<file path="src/rtl/synth_param_loader_pkg.sv">
`default_nettype none
// ============================================================================
// Module   : synth_pkg
// Brief    : Shared types and constants for the synth parameter loader.
// Revision : 1.0  initial release
// ============================================================================
package synth_pkg;

    localparam int SYNC_STAGES = 2;
    localparam int PARAM_W     = 8;

    typedef enum logic [2:0] {
        IDLE    = 3'd0,
        ADDR    = 3'd1,
        DATA    = 3'd2,
        COMMIT  = 3'd3,
        WAIT_CS = 3'd4
    } loader_state_t;

endpackage
`default_nettype wire

</file>
<file path="src/rtl/synth_param_loader_if.sv">
`default_nettype none
// ============================================================================
// Module   : synth_param_loader_if
// Brief    : 3-wire serial link plus committed-write report of the loader.
// Revision : 1.0  initial release
// ============================================================================
interface synth_param_loader_if
    import synth_pkg::*;
#(
    parameter int ADDR_W = 4
);
    logic                 sclk;
    logic                 sdata;
    logic                 cs_n;
    logic                 wr_strobe;
    logic [ADDR_W-1:0]    wr_addr;
    logic [PARAM_W-1:0]   wr_data;

    modport master (
        output sclk, sdata, cs_n,
        input  wr_strobe, wr_addr, wr_data
    );

    modport slave (
        input  sclk, sdata, cs_n,
        output wr_strobe, wr_addr, wr_data
    );
endinterface
`default_nettype wire

</file>
<file path="src/rtl/synth_param_loader_sync_edge.sv">
`default_nettype none
// ============================================================================
// Module   : sync_edge
// Brief    : Multi-flop synchronizer with rise/fall detection on the synced level.
// Revision : 1.0  initial release
// ============================================================================
module sync_edge
    import synth_pkg::*;
(
    input  logic clk,
    input  logic reset_n,
    input  logic i_din,
    output logic o_level,
    output logic o_rise,
    output logic o_fall
);

    logic [SYNC_STAGES-1:0] r_chain;
    logic                   r_prev;

    always_ff @(posedge clk or negedge reset_n) begin
        if (!reset_n) begin
            r_chain <= '0;
            r_prev  <= 1'b0;
        end else begin
            r_chain <= {r_chain[SYNC_STAGES-2:0], i_din};
            r_prev  <= r_chain[SYNC_STAGES-1];
        end
    end

    assign o_level = r_chain[SYNC_STAGES-1];
    assign o_rise  = r_chain[SYNC_STAGES-1] & ~r_prev;
    assign o_fall  = ~r_chain[SYNC_STAGES-1] & r_prev;

endmodule
`default_nettype wire

</file>
<file path="src/rtl/synth_param_loader.sv">
`default_nettype none
// ============================================================================
// Module   : synth_param_loader
// Brief    : Serial (addr,data) frame receiver committing into a parameter bank.
// Revision : 1.0  initial release
// ============================================================================
module synth_param_loader
    import synth_pkg::*;
#(
    parameter int NUM_PARAMS = 16,
    parameter int ADDR_W     = 4
)(
    input  logic                            clk,
    input  logic                            reset_n,
    synth_param_loader_if.slave             link,
    output logic [NUM_PARAMS*PARAM_W-1:0]   params,
    output logic                            frame_err,
    output logic                            busy
);

    localparam logic [PARAM_W:0] c_num_params = (PARAM_W+1)'(NUM_PARAMS);

    // Bit order of the sync vectors: 0 = sclk, 1 = sdata, 2 = cs_n
    logic [2:0] w_pins;
    logic [2:0] w_level;
    logic [2:0] w_rise;
    logic [2:0] w_fall;

    assign w_pins = {link.cs_n, link.sdata, link.sclk};

    for (genvar i = 0; i < 3; i++) begin : g_sync
        sync_edge u_sync (
            .clk     (clk),
            .reset_n (reset_n),
            .i_din   (w_pins[i]),
            .o_level (w_level[i]),
            .o_rise  (w_rise[i]),
            .o_fall  (w_fall[i])
        );
    end

    logic w_sclk_rise, w_sdata, w_cs_rise, w_cs_fall, w_cs_level;
    logic w_unused;
    assign w_sclk_rise = w_rise[0];
    assign w_sdata     = w_level[1];
    assign w_cs_rise   = w_rise[2];
    assign w_cs_fall   = w_fall[2];
    assign w_cs_level  = w_level[2];
    assign w_unused    = ^{w_level[0], w_fall[1:0], w_rise[1]};

    loader_state_t        r_state;
    logic [2:0]           r_bitcnt;
    logic [PARAM_W-1:0]   r_shift;
    logic [PARAM_W-1:0]   r_addr;
    logic                 r_strobe;
    logic [ADDR_W-1:0]    r_wr_addr;
    logic [PARAM_W-1:0]   r_wr_data;
    logic                 r_err;

    logic [PARAM_W-1:0]   w_shift_next;
    logic                 w_last_bit;
    logic                 w_addr_ok;

    always_comb begin
        w_shift_next           = r_shift;
        w_shift_next[r_bitcnt] = w_sdata;
    end

    assign w_last_bit = w_sclk_rise && (r_bitcnt == 3'd7);
    // Full 8-bit compare: any nonzero upper address bit is out of range
    assign w_addr_ok  = {1'b0, r_addr} < c_num_params;

    always_ff @(posedge clk or negedge reset_n) begin
        if (!reset_n) begin
            r_state   <= IDLE;
            r_bitcnt  <= 3'd0;
            r_shift   <= '0;
            r_addr    <= '0;
            r_strobe  <= 1'b0;
            r_wr_addr <= '0;
            r_wr_data <= '0;
            r_err     <= 1'b0;
        end else begin
            r_strobe <= 1'b0;
            if (w_sclk_rise && (r_state == ADDR || r_state == DATA)) begin
                r_shift  <= w_shift_next;
                r_bitcnt <= r_bitcnt + 3'd1;
            end
            case (r_state)
                IDLE: begin
                    if (w_cs_fall) begin
                        r_state  <= ADDR;
                        r_bitcnt <= 3'd0;
                        r_shift  <= '0;
                        r_err    <= 1'b0;
                    end
                end
                ADDR: begin
                    if (w_cs_rise) begin
                        r_err   <= 1'b1;
                        r_state <= IDLE;
                    end else if (w_last_bit) begin
                        r_addr  <= w_shift_next;
                        r_state <= DATA;
                    end
                end
                DATA: begin
                    // A 16th bit landing with the cs_n rise still completes the frame
                    if (w_last_bit) begin
                        if (w_addr_ok) begin
                            r_state  <= COMMIT;
                            r_strobe <= 1'b1;
                        end else begin
                            r_err   <= 1'b1;
                            r_state <= w_cs_rise ? IDLE : WAIT_CS;
                        end
                    end else if (w_cs_rise) begin
                        r_err   <= 1'b1;
                        r_state <= IDLE;
                    end
                end
                COMMIT: begin
                    r_wr_addr <= r_addr[ADDR_W-1:0];
                    r_wr_data <= r_shift;
                    r_state   <= w_cs_level ? IDLE : WAIT_CS;
                end
                WAIT_CS: begin
                    if (w_cs_rise) r_state <= IDLE;
                end
                default: r_state <= IDLE;
            endcase
        end
    end

    logic [PARAM_W-1:0] r_bank [NUM_PARAMS];

    for (genvar i = 0; i < NUM_PARAMS; i++) begin : g_bank
        always_ff @(posedge clk or negedge reset_n) begin
            if (!reset_n) begin
                r_bank[i] <= '0;
            end else if (r_state == COMMIT && r_addr == PARAM_W'(i)) begin
                r_bank[i] <= r_shift;
            end
        end
        assign params[PARAM_W*i +: PARAM_W] = r_bank[i];
    end

    assign link.wr_strobe = r_strobe;
    assign link.wr_addr   = r_wr_addr;
    assign link.wr_data   = r_wr_data;
    assign frame_err      = r_err;
    assign busy           = (r_state != IDLE);

endmodule
`default_nettype wire

</file>
<file path="src/flat_wrapper.sv">
// flat-port wrapper written by rule: the top's interface ports become plain ports
module synth_param_loader_flat import synth_pkg::*;
#(
    parameter int NUM_PARAMS = 16,
    parameter int ADDR_W     = 4
)
  (clk, reset_n, params, frame_err, busy, link_sclk, link_sdata, link_cs_n, link_wr_strobe, link_wr_addr, link_wr_data);
  synth_param_loader_if #(.ADDR_W(ADDR_W)) link_i ();
  input  logic clk;
  input  logic reset_n;
  output logic [NUM_PARAMS*PARAM_W-1:0] params;
  output logic frame_err;
  output logic busy;
  input wire logic [$bits(link_i.sclk)-1:0] link_sclk;
  input wire logic [$bits(link_i.sdata)-1:0] link_sdata;
  input wire logic [$bits(link_i.cs_n)-1:0] link_cs_n;
  output wire logic [$bits(link_i.wr_strobe)-1:0] link_wr_strobe;
  output wire logic [$bits(link_i.wr_addr)-1:0] link_wr_addr;
  output wire logic [$bits(link_i.wr_data)-1:0] link_wr_data;
  assign link_i.sclk = link_sclk;
  assign link_i.sdata = link_sdata;
  assign link_i.cs_n = link_cs_n;
  assign link_wr_strobe = link_i.wr_strobe;
  assign link_wr_addr = link_i.wr_addr;
  assign link_wr_data = link_i.wr_data;
  synth_param_loader #(.NUM_PARAMS(NUM_PARAMS), .ADDR_W(ADDR_W)) u_core (.clk(clk), .reset_n(reset_n), .link(link_i), .params(params), .frame_err(frame_err), .busy(busy));
endmodule
</file>
<file path="config.mk">
export PLATFORM = sky130hd
export DESIGN_NAME = synth_param_loader_flat
export DESIGN_NICKNAME = d
export VERILOG_FILES = /design/src/rtl/synth_param_loader_pkg.sv /design/src/rtl/synth_param_loader_if.sv /design/src/rtl/synth_param_loader_sync_edge.sv /design/src/rtl/synth_param_loader.sv /design/src/flat_wrapper.sv
export SDC_FILE = /design/constraint.sdc
export NUM_CORES = 1
export LEC_CHECK = 0
export CORE_UTILIZATION = 25
export DETAILED_ROUTE_END_ITERATION = 8
export GPL_TIMING_DRIVEN = 0
export HOLD_SLACK_MARGIN = 0.02
export PLACE_DENSITY = 0.55
export SYNTH_ARGS = -nofsm -noshare
export SYNTH_HDL_FRONTEND = slang
export SYNTH_HIERARCHICAL = 1
export SYNTH_SLANG_ARGS = --single-unit
</file>
<file path="constraint.sdc">
create_clock -name clk -period 2.7 [get_ports clk]
set_clock_uncertainty 0.2 [all_clocks]
set_input_delay 0.81 -clock clk [delete_from_list [all_inputs] [get_ports clk]]
set_output_delay 0.81 -clock clk [all_outputs]
set_load 0.01 [all_outputs]
</file>
# Word level (Yosys, flattened, before mapping)
# Index checks and enable logic that the tools add are counted.
dict set report word_totals {
  ff_bits 172
  in_bits 5
  output_inout_bits 143
  elab_cells 116
}
dict set report op_classes {
  add_sub_neg 1
  order_cmp 3
  eq_ne 23
  mux 26
  n_bitwise 7
  reduce_logical 27
}
# cell count
set ops {}
lappend ops {{equality test 8 x 4 -> 1 bit (second input constant)} 8}
lappend ops {{two-way mux 3 bit} 11}
lappend ops {{equality test 8 x 3 -> 1 bit (second input constant)} 4}
lappend ops {{two-way mux 8 bit} 3}
lappend ops {{logical AND 1 bit} 19}
lappend ops {{equality test 8 x 2 -> 1 bit (second input constant)} 2}
lappend ops {{one-hot mux 3 bit (5 select lines)} 1}
lappend ops {{bitwise mux 8 bit} 1}
lappend ops {{equality test 8 x 1 -> 1 bit (second input constant)} 1}
lappend ops {{zero test 8 bit} 1}
lappend ops {{< comparator 8 x 5 -> 1 bit (second input constant)} 1}
lappend ops {{two-way mux 1 bit} 8}
lappend ops {{equality test 3 x 2 -> 1 bit (second input constant)} 2}
lappend ops {{equality test 3 bit (second input constant)} 2}
lappend ops {{AND reduction 3 bit} 2}
lappend ops {{nonzero test 3 bit} 2}
lappend ops {{< comparator 3 x 4 -> 1 bit (second input constant)} 1}
lappend ops {{inverter 1 bit} 4}
lappend ops {{adder 3 x 1 -> 3 bit (second input constant)} 1}
lappend ops {{AND 1 bit} 3}
lappend ops {{demux 1 bit (select 3 bit)} 1}
lappend ops {{equality test 3 x 1 -> 1 bit (second input constant)} 1}
lappend ops {{greater-or-equal comparator 3 x 1 -> 1 bit (second input constant)} 1}
lappend ops {{zero test 3 bit} 1}
lappend ops {{6 further kinds} 6}

# Logic depth before layout (Yosys ltp)
# Gate-level depths: netlist of run 1.
dict set report depth {
  depth_word 8
  mapped_depth 6
  depth_no_buf 5
}

# Hierarchy
# The synthesis of run 1 kept the hierarchy.
# module instances cells_each area_each_um2
set by_module_without_submodules {}
lappend by_module_without_submodules {synth_param_loader 1 461 6777.8}
lappend by_module_without_submodules {sync_edge 3 5 90.1}

# Worst setup path after synthesis of run 1
# Ideal clock, no wire load.
dict set report synth_timing {
  path_kind {register to register}
  start {register u_core.r_addr[6]}
  end {register u_core.r_bank (netlist bit u_core/params[64])}
  setup_time_ns 0.125
  arrival_time_ns 2.006
  path_slack_ns 0.369
  path_stages_with_launch 5
  cell_sequence {dfrtp_1 -> or4_4 -> buf_6 -> nor4_4 -> mux2_4}
}
dict set report synth_between {
  elab_chain_len 2
}
# element line
set synth_lines {}
lappend synth_lines {{start, declared} synth_param_loader.sv:54} ;# logic [PARAM_W-1:0] r_addr;
lappend synth_lines {{start signal, assigned} synth_param_loader.sv:103} ;# r_addr <= w_shift_next;
lappend synth_lines {{equality test 8 x 4 -> 1 bit} synth_param_loader.sv:141} ;# end else if (r_state == COMMIT && r_addr == PARAM_W'(i)) begin
lappend synth_lines {{logical AND 1 bit} synth_param_loader.sv:141}
lappend synth_lines {{end signal, assigned by index} synth_param_loader.sv:142} ;# r_bank[i] <= r_shift;
lappend synth_lines {{end, declared} synth_param_loader.sv:135} ;# logic [PARAM_W-1:0] r_bank [NUM_PARAMS];
# Every way passes these cells.
# A chain may end at the register's enable or synchronous reset.

# Worst setup path in the final report of run 1
dict set report layout_timing {
  start {register u_core.r_state[0]}
  end {output busy}
}
dict set report layout_between {
  elab_chain_len 1
}
# element line
set layout_lines {}
lappend layout_lines {{start, declared} synth_param_loader.sv:51} ;# loader_state_t r_state;
lappend layout_lines {{start signal, assigned} synth_param_loader.sv:115} ;# r_state <= w_cs_rise ? IDLE : WAIT_CS;
lappend layout_lines {{start signal, assigned} synth_param_loader.sv:125} ;# r_state <= w_cs_level ? IDLE : WAIT_CS;
lappend layout_lines {{nonzero test 3 bit} synth_param_loader.sv:152} ;# assign busy = (r_state != IDLE);
lappend layout_lines {{end, declared} flat_wrapper.sv:13} ;# output logic busy;
# Every way passes these cells.

==> results of run 1 <==
## stage by stage
| step | cells | cell area, um2 | util (%) | setup slack [ns] |
|---|---|---|---|---|
| finish | 1028 | 9610 | 35.4 | 0.119 |
| CTS | 1025 | 9580 | 35.3 | 0.00465 |
| global route | 1028 | 9610 | 35.4 | 0.00446 |
| floorplan | 472 | 7000 | - | 0.369 |
| detailed placement | 992 | 8970 | 33.0 | 0.0330 |
| global placement | 991 | 8940 | 32.9 | -7.13 |
## worst reg2reg max path, delay by kind of cell (launching register included)
family	cells	cell delay, ns
buffers and inverters	1	0.26
DFF	1	0.42
muxes	1	0.41
and+or+nand+nor	2	1.14
## repair_timing
item / CTS / global route
hold buffers: 0 / 0
pin swaps: 0 / 6
setup buffers: 1 / 3
endpoints found under the setup margin: 1 / 49
gates resized for setup: 6 / 3
## cell usage in the layout, fill, tap and decap left out, types with 5 or more instances in the layout
cell / instances
nand2b_1: 6
a21oi_1: 12
clkbuf_16: 17
dfrtp_1: 172
mux2_2: 128
buf_1: 10
a211oi_1: 8
nor2b_1: 5
clkbuf_1: 19
nand2_1: 7
inv_1: 9
inv_8: 5
o21ai_0: 8
clkdlybuf4s50_1: 145
nor4_4: 8
mux2i_1: 17
mux2_4: 8
nand4_1: 8
## metal layers
layer	vias up	track usage (%)
met3	10	4.80
met1	2295	18.0
met2	106	21.5
met5	-	0
met4	0	3.37
li1	2035	-
## state kept, by name, summed over array words and instances, names as in the netlist
name	flops
u_core/r_state	3
u_core/r_bitcnt	3
u_core/g_sync.u_sync/r_prev	2
u_core/link.wr_addr	4
u_core/link.wr_data	8
u_core/params	128
u_core/g_sync.u_sync/r_chain	6
u_core/frame_err	1
u_core/r_shift	8
u_core/r_addr	8
u_core/link.wr_strobe	1
## path summary, 6_finish.rpt
check | from | endpoint | cells past startpoint
max | u_core/r_state[0] | busy | 3
min | reset_n | u_core/g_sync[0].u_sync/r_prev | 1
max reg2reg | u_core/r_state[2] | u_core/params[3] | 4
min reg2reg | u_core/g_sync[2].u_sync/r_chain[0] | u_core/g_sync[2].u_sync/r_chain[1] | 0
max in group asynchronous | reset_n | u_core/params[26] | 2
min in group clk | u_core/g_sync[2].u_sync/r_chain[0] | u_core/g_sync[2].u_sync/r_chain[1] | 0
## area by class of cell
type | count | area, um2
Tap cell | 372 | 465
Fill cell | 2699 | 17600
Inverter | 9 | 33.8
Buffer | 34 | 145
Multi-Input combinational cell | 257 | 2520
Clock inverter | 15 | 175
Sequential cell | 172 | 4300
Timing Repair Buffer | 152 | 1540
Clock buffer | 17 | 425
## where the power goes
part	switching, mW	leakage (nW)	internal [mW]
clock	1.18	0.282	1.33
sequential	0.0202	2.37	2.63
combinational	0.450	1.65	0.143
==> metrics.yaml, run 1 <==
global_route:
  grt_pass1_wl_mm: 29.1
  antenna_found_initial: 0
  track_usage_pct: 13.7
  gr-total-overflow: 0
  grt_max_degree: 108
  grt_pass1_vias: 4630
placement:
  gp_congestion: 0.752
  io_buffers: 147
  dp_hpwl_mm: 12.4
synth:
  syn_area_per_cell_um2: 14.8
  syn_inst: 472
  synth_nets: 479
  synth_area_um2: 7000
  ys_warn_count: 6
clock_network:
  cts_tree: "done"
  numCtsBuffers: 17
  clock-sinks: 172
  clk_latency_ns: 0.42
  clk_pin_slew_ns: 0.07
  htree_levels: 4
  ctsRootBufferMaster: "clkbuf_16"
  clk_path_buf_depth: 2
sta:
  hold_ws_ns: 0.118
  finalMaxSlewViolations: 0
  clock.fmax_ghz: 0.387
  slew_headroom_pct: 44.3
  finalSetupViolCount: 0
  finalCritPeriodShare_pct: 95.6
  finalSetupTns_ns: 0
  fin_crit_ns: 2.58
  rsz0062_at_grt: "false"
  finalHoldViolations: 0
  worst_slew_pin_slew_ns: 0.832
routing:
  drt_first_pass_iters: 5
  via_count: 4446
  wl_met3_mm: 1.14
  drt-initial-drc-count: 200
  totalWireLength_mm: 18.8
  ant_nets: 0
  post_drt_wl_per_cell_um: 18.2
  met2WireLength_mm: 8.96
  via_per_inst: 4.32
  drc: 0
  top_layer: "met4"
  met1_length_mm: 8.54
floorplanning:
  start_util_pct: 25.8
  rows: 60
  die_x_um: 169
  pin_count: 148
  die_y_um: 169
  dieArea_um2: 28700
  coreArea_um2: 27200
setup_path:
  critical-path-top-delay-family: "flip-flops"
  cp_max_fo: 10
  crit_required_ns: 1.69
  worst_path_max_delay_cell: "dfrtp_1"
  rrSetupSlack_ns: 0.15
  arrival_ns: 1.57
  crit_path_start_kind: "flop"
  critical-path-max-stage-delay_ns: 0.41
  end_kind: "output port"
  worst-path-buf-inv: 2
  critPathKind: "flop to output port"
  crit_chain: "buf_4, or3_1, buf_2"
pwr:
  peakVddDrop_uv: 286
  power_mw: 5.75
  power_density_nw_per_um2: 598
  leakage_nw: 4.30
cells_and_area:
  antennaDiodeCount: 0
  drive_above_1_share_pct: 29.4
  syn2layout_area_growth_pct: 37.4
  nNetsFinal: 650
status:
  status: "complete, no violations"
flow_run:
  drv_cap: 0
worst_hold_path:
  hp-class: "input port to asynchronous set/reset pin"
No activity file was read; power rests on OpenSTA's default activity.
==> inputs of run 2 (changes only) <==
- clock period: 2.7 -> 3 ns (I/O delays scaled with it)
==> run 2 against run 1 <==
  * Utilization fell by 0.17 points
  * Design area fell by 0.49%
  * Worst hold slack improved by 0.032 ns
  * Register-to-register slack improved by 0.14 ns
  * Sequential power fell by 9.8%
  * Flip-flop and latch count did not move
  * Sequential share of layout area rose by 0.24 points
  * Global-route usage did not move
  * Non-clock buffer count fell by 5
  * Wire length fell by 0.88%
  * Clock power fell by 10%
==> metrics.yaml, run 2 (synthesis gave the netlist of run 1 again) <==
pwr:
  switching_share_pct: 28.5  # -0.16 points
  internal_power_mw: 3.69  # -10%
  combPwrFrac_pct: 10.1  # -0.2 points
  p_switching_mw: 1.47  # -11%
  pwr-share-seq_pct: 46.4  # +0.3 points
  clockPowerShare_pct: 43.6  # about the same
  power_mw: 5.16  # -10%
  leakage_nw: 4.27  # -0.73%
  power_density_nw_per_um2: 539  # -9.8%
  peakVddDrop_uv: 257  # -10%
floorplanning:
  start_util_pct: 25.8  # unchanged
  coreArea_um2: 27200  # unchanged
  pin_count: 148  # unchanged
  die_x_um: 169  # unchanged
  dieArea_um2: 28700  # unchanged
  die_y_um: 169  # unchanged
  rows: 60  # unchanged
clock_network:
  clk_path_buf_depth: 2  # unchanged
  cts_tree: "done"
  cts_setup_buffers: 0  # -1
  clock-sinks: 172  # unchanged
  clk_pin_slew_ns: 0.07  # about the same
  numCtsBuffers: 17  # unchanged
  clk_latency_ns: 0.42  # about the same
  htree_levels: 4  # unchanged
  ctsRootBufferMaster: "clkbuf_16"
worst_hold_path:
  hp-start: "u_core/g_sync[2].u_sync/r_chain[0]"
  hp-class: "flop to flop"
sta:
  finalCritPeriodShare_pct: 93.5
  timing.final.ws_setup_ns: 0.194  # +0.0750 ns
  finalHoldViolations: 0  # unchanged
  hold_ws_ns: 0.150  # +0.0316 ns
  worst_slew_pin_slew_ns: 0.897  # +0.0652 ns
  finalMaxSlewViolations: 0  # unchanged
  clock.fmax_ghz: 0.356
  fin_crit_ns: 2.81
  slew_headroom_pct: 39.7  # -4.6 points
  rsz0062_at_grt: "false"
  finalSetupViolCount: 0  # unchanged
routing:
  post_drt_wl_per_cell_um: 18.2  # -0.40%
  via_per_inst: 4.28  # -0.96%
  ant_nets: 0  # unchanged
  totalWireLength_mm: 18.6  # -0.88%
  drc: 0  # unchanged
  via_count: 4382  # -1.4%
  drt-initial-drc-count: 173  # -14%
  drt_first_pass_iters: 5  # unchanged
placement:
  io_buffers: 147  # unchanged
  post_dp_cell_area_um2: 8970  # unchanged
  dp_slack_ns: 0.305  # +0.272 ns
  dp_hpwl_mm: 12.4  # unchanged
  dp.cells: 992  # unchanged
  gp_congestion: 0.752  # unchanged
setup_path:
  critical-path-max-stage-delay_ns: 0.40  # about the same
  arrival_ns: 1.71  # +0.14 ns
  critPathKind: "flop to output port"
  cp_max_fo: 10  # unchanged
  end_kind: "output port"
  crit_required_ns: 1.90  # +0.21 ns
  crit_chain: "buf_2, or3_1, dlygate4sd2_1"
  worst_path_max_delay_cell: "dfrtp_1"
  crit_path_start_kind: "flop"
  reg2reg_from: "u_core/r_state[0]"
  startpoint: "u_core/r_state[1]"
cells_and_area:
  drive_above_1_share_pct: 28.9  # -0.54 points
  antennaDiodeCount: 0  # unchanged
  finalNonFillerCells: 1023  # -0.49%
  regArea_um2: 4310  # about the same
  syn2layout_area_growth_pct: 36.7
  nNetsFinal: 645  # -0.77%
  layout_common_cells: "dfrtp_1 (171), clkdlybuf4s50_1 (145), mux2_2 (128), clkbuf_1 (19)"
  multiInputGateArea_um2: 2520  # unchanged
  fin_area_um2: 9570  # -0.49%
  nFillCells: 2700  # +0.037%
  largest_reg_flops: 128  # unchanged
  final_common_cell: "dfrtp_1"
flow_run:
  drv_cap: 0  # unchanged
global_route:
  track_usage_pct: 13.7  # unchanged
  grt_max_degree: 108  # unchanged
  grt_pass1_wl_mm: 29.1  # about the same
  gr-total-overflow: 0  # unchanged
  grt_pass1_vias: 4615  # -0.32%
  antenna_found_initial: 0  # unchanged
status:
  status: "complete, no violations"
==> run 2: cell types whose count changed in the layout (fill, tap and decap cells not counted), sizes merged <==
cell         delta
buf             -6
dlygate4sd2     +1
==> run 2: layout make-up <==
| type | instances | share of cell area [%] |
|---|---|---|
| inverters | 9 | 0.353 |
| multi-input cells | 257 | 26.4 |
| clock buffers | 17 | 4.45 |
| clock inverters | 15 | 1.83 |
| well taps | 372 | 4.87 |
| flip-flops and latches | 172 | 45.0 |
| plain buffers | 33 | 1.41 |
| repair buffers | 148 | 15.7 |
==> run 2: path summary, 6_finish.rpt <==
| check | cells past startpoint | slack [ns] | endpoint |
|---|---|---|---|
| setup / recovery | 3 | 0.19 | busy |
| hold / removal | 0 | 0.15 | u_core/g_sync[2].u_sync/r_chain[1] |
| setup reg to reg | 4 | 0.29 | u_core/params[66] |
| hold reg to reg | 0 | 0.15 | u_core/g_sync[2].u_sync/r_chain[1] |
| max in group asynchronous | 2 | 1.45 | u_core/params[26] |
| min in group asynchronous | 1 | 0.22 | u_core/g_sync[0].u_sync/r_prev |
==> run 2: worst max-delay path, delay by kind of cell, from the launching register on <==
kind / cells / cell delay (ns)
buffers and inverters: 2 / 0.51
flip-flops: 1 / 0.40
AND/OR/NAND/NOR: 1 / 0.37
==> run 2: metrics by stage <==
stage,TNS [ns],utilization [%]
CTS,0,35.2
global route,0,35.2
detailed placement,0,33.0
floorplan,0,-
finish,0,35.2
global placement,-1188.63,32.9
==> run 2: layer usage <==
metal / global-route usage [%] / vias up / share of wire (%)
li1: - / 2032 / -
met1: 18.2 / 2241 / 46
met2: 21.3 / 99 / 47
met3: 4.80 / 10 / 6.0
met4: 3.37 / 0 / 0.76
met5: 0 / - / 0
==> run 2: what timing repair did <==
action / CTS / global route
setup endpoints to repair: 1 / 0
resized for setup: 3 / 0
hold buffers: 0 / 0
==> run 2: power groups by stage <==
stage          clock (mW)  combinational, mW  sequential, mW
2_1_floorplan           0              0.274            2.43
3_3_place_gp            0              0.545            2.43
3_5_place_dp            0              0.548            2.43
4_1_cts              2.35              0.543            2.39
5_1_grt              2.44              0.585            2.40
6_report             2.25              0.520            2.39
==> inputs of run 3 (changes only) <==
- CORE_UTILIZATION: 25 -> 55
- PLACE_DENSITY: 0.55 -> 0.95
==> run 3 against run 2 <==
  * Critical path depth unchanged
  * First-iteration DRC count increased by 110%
  * Worst hold slack got worse by 0.0041 ns
  * Worst setup slack improved by 0.014 ns
  * Highest routed layer unchanged
  * Utilization increased by 41 points
  * Largest power group unchanged
  * Design area decreased by 2.4%
  * Critical path type unchanged
  * Total power increased by 2.3%
  * Critical endpoint unchanged
  * Wire length decreased by 0.92%
  * Flip-flop and latch count unchanged
==> metrics.yaml, run 3 (synthesis gave the netlist of run 1 again) <==
routing:
  drt-initial-drc-count: 357  # +110%
  totalWireLength_mm: 18.4  # -0.92%
  drc: 0  # unchanged
  ant_nets: 0  # unchanged
  via_per_inst: 5.79  # +35%
  via_count: 4728  # +7.9%
  post_drt_wl_per_cell_um: 22.5  # +24%
  drt_first_pass_iters: 5  # unchanged
pwr:
  p_switching_mw: 1.30  # -12%
  power_density_nw_per_um2: 565  # +4.8%
  peakVddDrop_uv: 446  # +73%
  internal_power_mw: 3.97  # +7.8%
  switching_share_pct: 24.6  # -3.9 points
  power_mw: 5.27  # +2.3%
  clockPowerShare_pct: 44.5  # +0.9 points
  pwr-share-seq_pct: 45.4  # -1.0 points
  leakage_nw: 4.29  # +0.40%
  combPwrFrac_pct: 10.1  # about the same
global_route:
  antenna_found_initial: 0  # unchanged
  grt_pass1_wl_mm: 27.9  # -4.1%
  track_usage_pct: 29.3  # +16 points
  grt_max_degree: 88  # -19%
  gr-total-overflow: 0  # unchanged
  grt_pass1_vias: 4911  # +6.4%
placement:
  dp_slack_ns: 0.319  # +0.0141 ns
  dp.cells: 788  # -21%
  io_buffers: 147  # unchanged
  gp_congestion: 0.864  # +15%
  dp_hpwl_mm: 11.6  # -6.4%
floorplanning:
  pin_count: 148  # unchanged
  dieArea_um2: 13200  # -54%
  start_util_pct: 57.3  # +32 points
  die_x_um: 115  # -32%
  die_y_um: 115  # -32%
  coreArea_um2: 12200  # -55%
  rows: 40  # -33%
sta:
  finalHoldViolations: 0  # unchanged
  slew_headroom_pct: 44.4  # +4.7 points
  fin_crit_ns: 2.79  # -0.0140 ns
  clock.fmax_ghz: 0.358  # +0.50%
  worst_slew_pin_slew_ns: 0.827  # -0.0699 ns
  finalSetupViolCount: 0  # unchanged
  finalMaxSlewViolations: 0  # unchanged
  finalSetupTns_ns: 0  # unchanged
  timing.final.ws_setup_ns: 0.208  # +0.0140 ns
  finalCritPeriodShare_pct: 93.1  # -0.47 points
  rsz0062_at_grt: "false"
worst_hold_path:
  hp-class: "flop to flop"
  hp-start: "u_core/g_sync[0].u_sync/r_chain[0]"
cells_and_area:
  layout_common_cells: "dfrtp_1 (171), clkdlybuf4s50_1 (145), mux2_2 (128), clkbuf_1 (23)"
  drive_above_1_share_pct: 28.0  # -0.84 points
  largest_reg_flops: 128  # unchanged
  finalNonFillerCells: 817  # -20%
  nNetsFinal: 644  # -0.16%
  final_common_cell: "dfrtp_1"
  antennaDiodeCount: 0  # unchanged
  syn2layout_area_growth_pct: 33.4
clock_network:
  clk_latency_ns: 0.43  # about the same
  cts_setup_buffers: 0  # unchanged
  postCtsHoldBufs: 0  # unchanged
  numCtsBuffers: 17  # unchanged
  clock-sinks: 172  # unchanged
  clk_pin_slew_ns: 0.06  # about the same
  clk_path_buf_depth: 2  # unchanged
  ctsRootBufferMaster: "clkbuf_16"
  cts_tree: "done"
  htree_levels: 4  # unchanged
setup_path:
  cp_max_fo: 10  # unchanged
  crit_chain: "buf_2, or3_1, dlygate4sd2_1"
  worst_path_max_delay_cell: "dfrtp_1"
  crit_path_start_kind: "flop"
  critical-path-max-stage-delay_ns: 0.40  # about the same
  worst-path-buf-inv: 2  # unchanged
  startpoint: "u_core/r_state[1]"
  critical-path-top-delay-family: "buffers and inverters"
  arrival_ns: 1.69  # -0.02 ns
  end_kind: "output port"
  reg2reg_from: "u_core/r_state[2]"
  crit_required_ns: 1.90  # about the same
  critPathKind: "flop to output port"
flow_run:
  drv_cap: 0  # unchanged
status:
  status: "complete, no violations"
[run 3: changes by cell type in the layout (fill, tap and decap cells not counted)]
cell	delta
bufinv_16	+3
clkbuf_1	+4
clkbuf_2	-1
clkbuf_8	+4
clkinv_2	+1
clkinv_8	-2
clkinvlp_4	-3
inv_6	-3
inv_8	-5
[run 3: what timing repair did]
action	4_1_cts	5_1_grt
hold endpoints to repair	0	0
endpoints found under the setup margin	1	0
gates resized for setup	2	0
[run 3: path summary, 6_finish.rpt]
| check | slack, ns | end | cells after the start |
|---|---|---|---|
| max | 0.21 | busy | 3 |
| max in group asynchronous | 1.51 | u_core/r_state[0] | 2 |
| min reg2reg | 0.15 | u_core/g_sync[0].u_sync/r_chain[1] | 0 |
| min in group asynchronous | 0.26 | u_core/params[26] | 1 |
| min | 0.15 | u_core/g_sync[0].u_sync/r_chain[1] | 0 |
| max reg2reg | 0.21 | u_core/params[0] | 4 |
[run 3: layout make-up]
| type | instances | area (um2) |
|---|---|---|
| plain buffers | 32 | 130 |
| inverters | 9 | 33.8 |
| fillers | 676 | 2880 |
| clock buffers | 25 | 495 |
| clock inverters | 6 | 133 |
| well taps | 168 | 210 |
| flip-flops and latches | 172 | 4310 |
| repair buffers | 148 | 1500 |
| multi-input cells | 257 | 2520 |
[run 3: power groups by stage]
stage | logic [mW] | registers (mW) | clock network (mW)
final | 0.531 | 2.39 | 2.35
after CTS | 0.520 | 2.39 | 2.37
after global routing | 0.566 | 2.40 | 2.44
after detailed placement | 0.511 | 2.43 | 0
after global placement | 0.476 | 2.43 | 0
after floorplan | 0.274 | 2.43 | 0
[run 3: metal layers]
| metal | wire length (um) | GRT usage [%] | vias to the layer above |
|---|---|---|---|
| met4 | 620 | 15.2 | 0 |
| li1 | - | - | 2022 |
| met2 | 9160 | 47.6 | 229 |
| met3 | 1440 | 8.70 | 54 |
| met5 | 0 | 0 | - |
| met1 | 7210 | 35.8 | 2423 |
[run 3: through the flow]
stage / area [um2] / hold WS [ns] / util [%]
final: 9330 / 0.146 / 76.4
after global routing: 9330 / 0.156 / 76.4
after CTS: 9330 / 0.149 / 76.4
after global placement: 8680 / 0.139 / 71.1
after floorplan: 7000 / 0.131 / -
after detailed placement: 8710 / 0.136 / 71.4
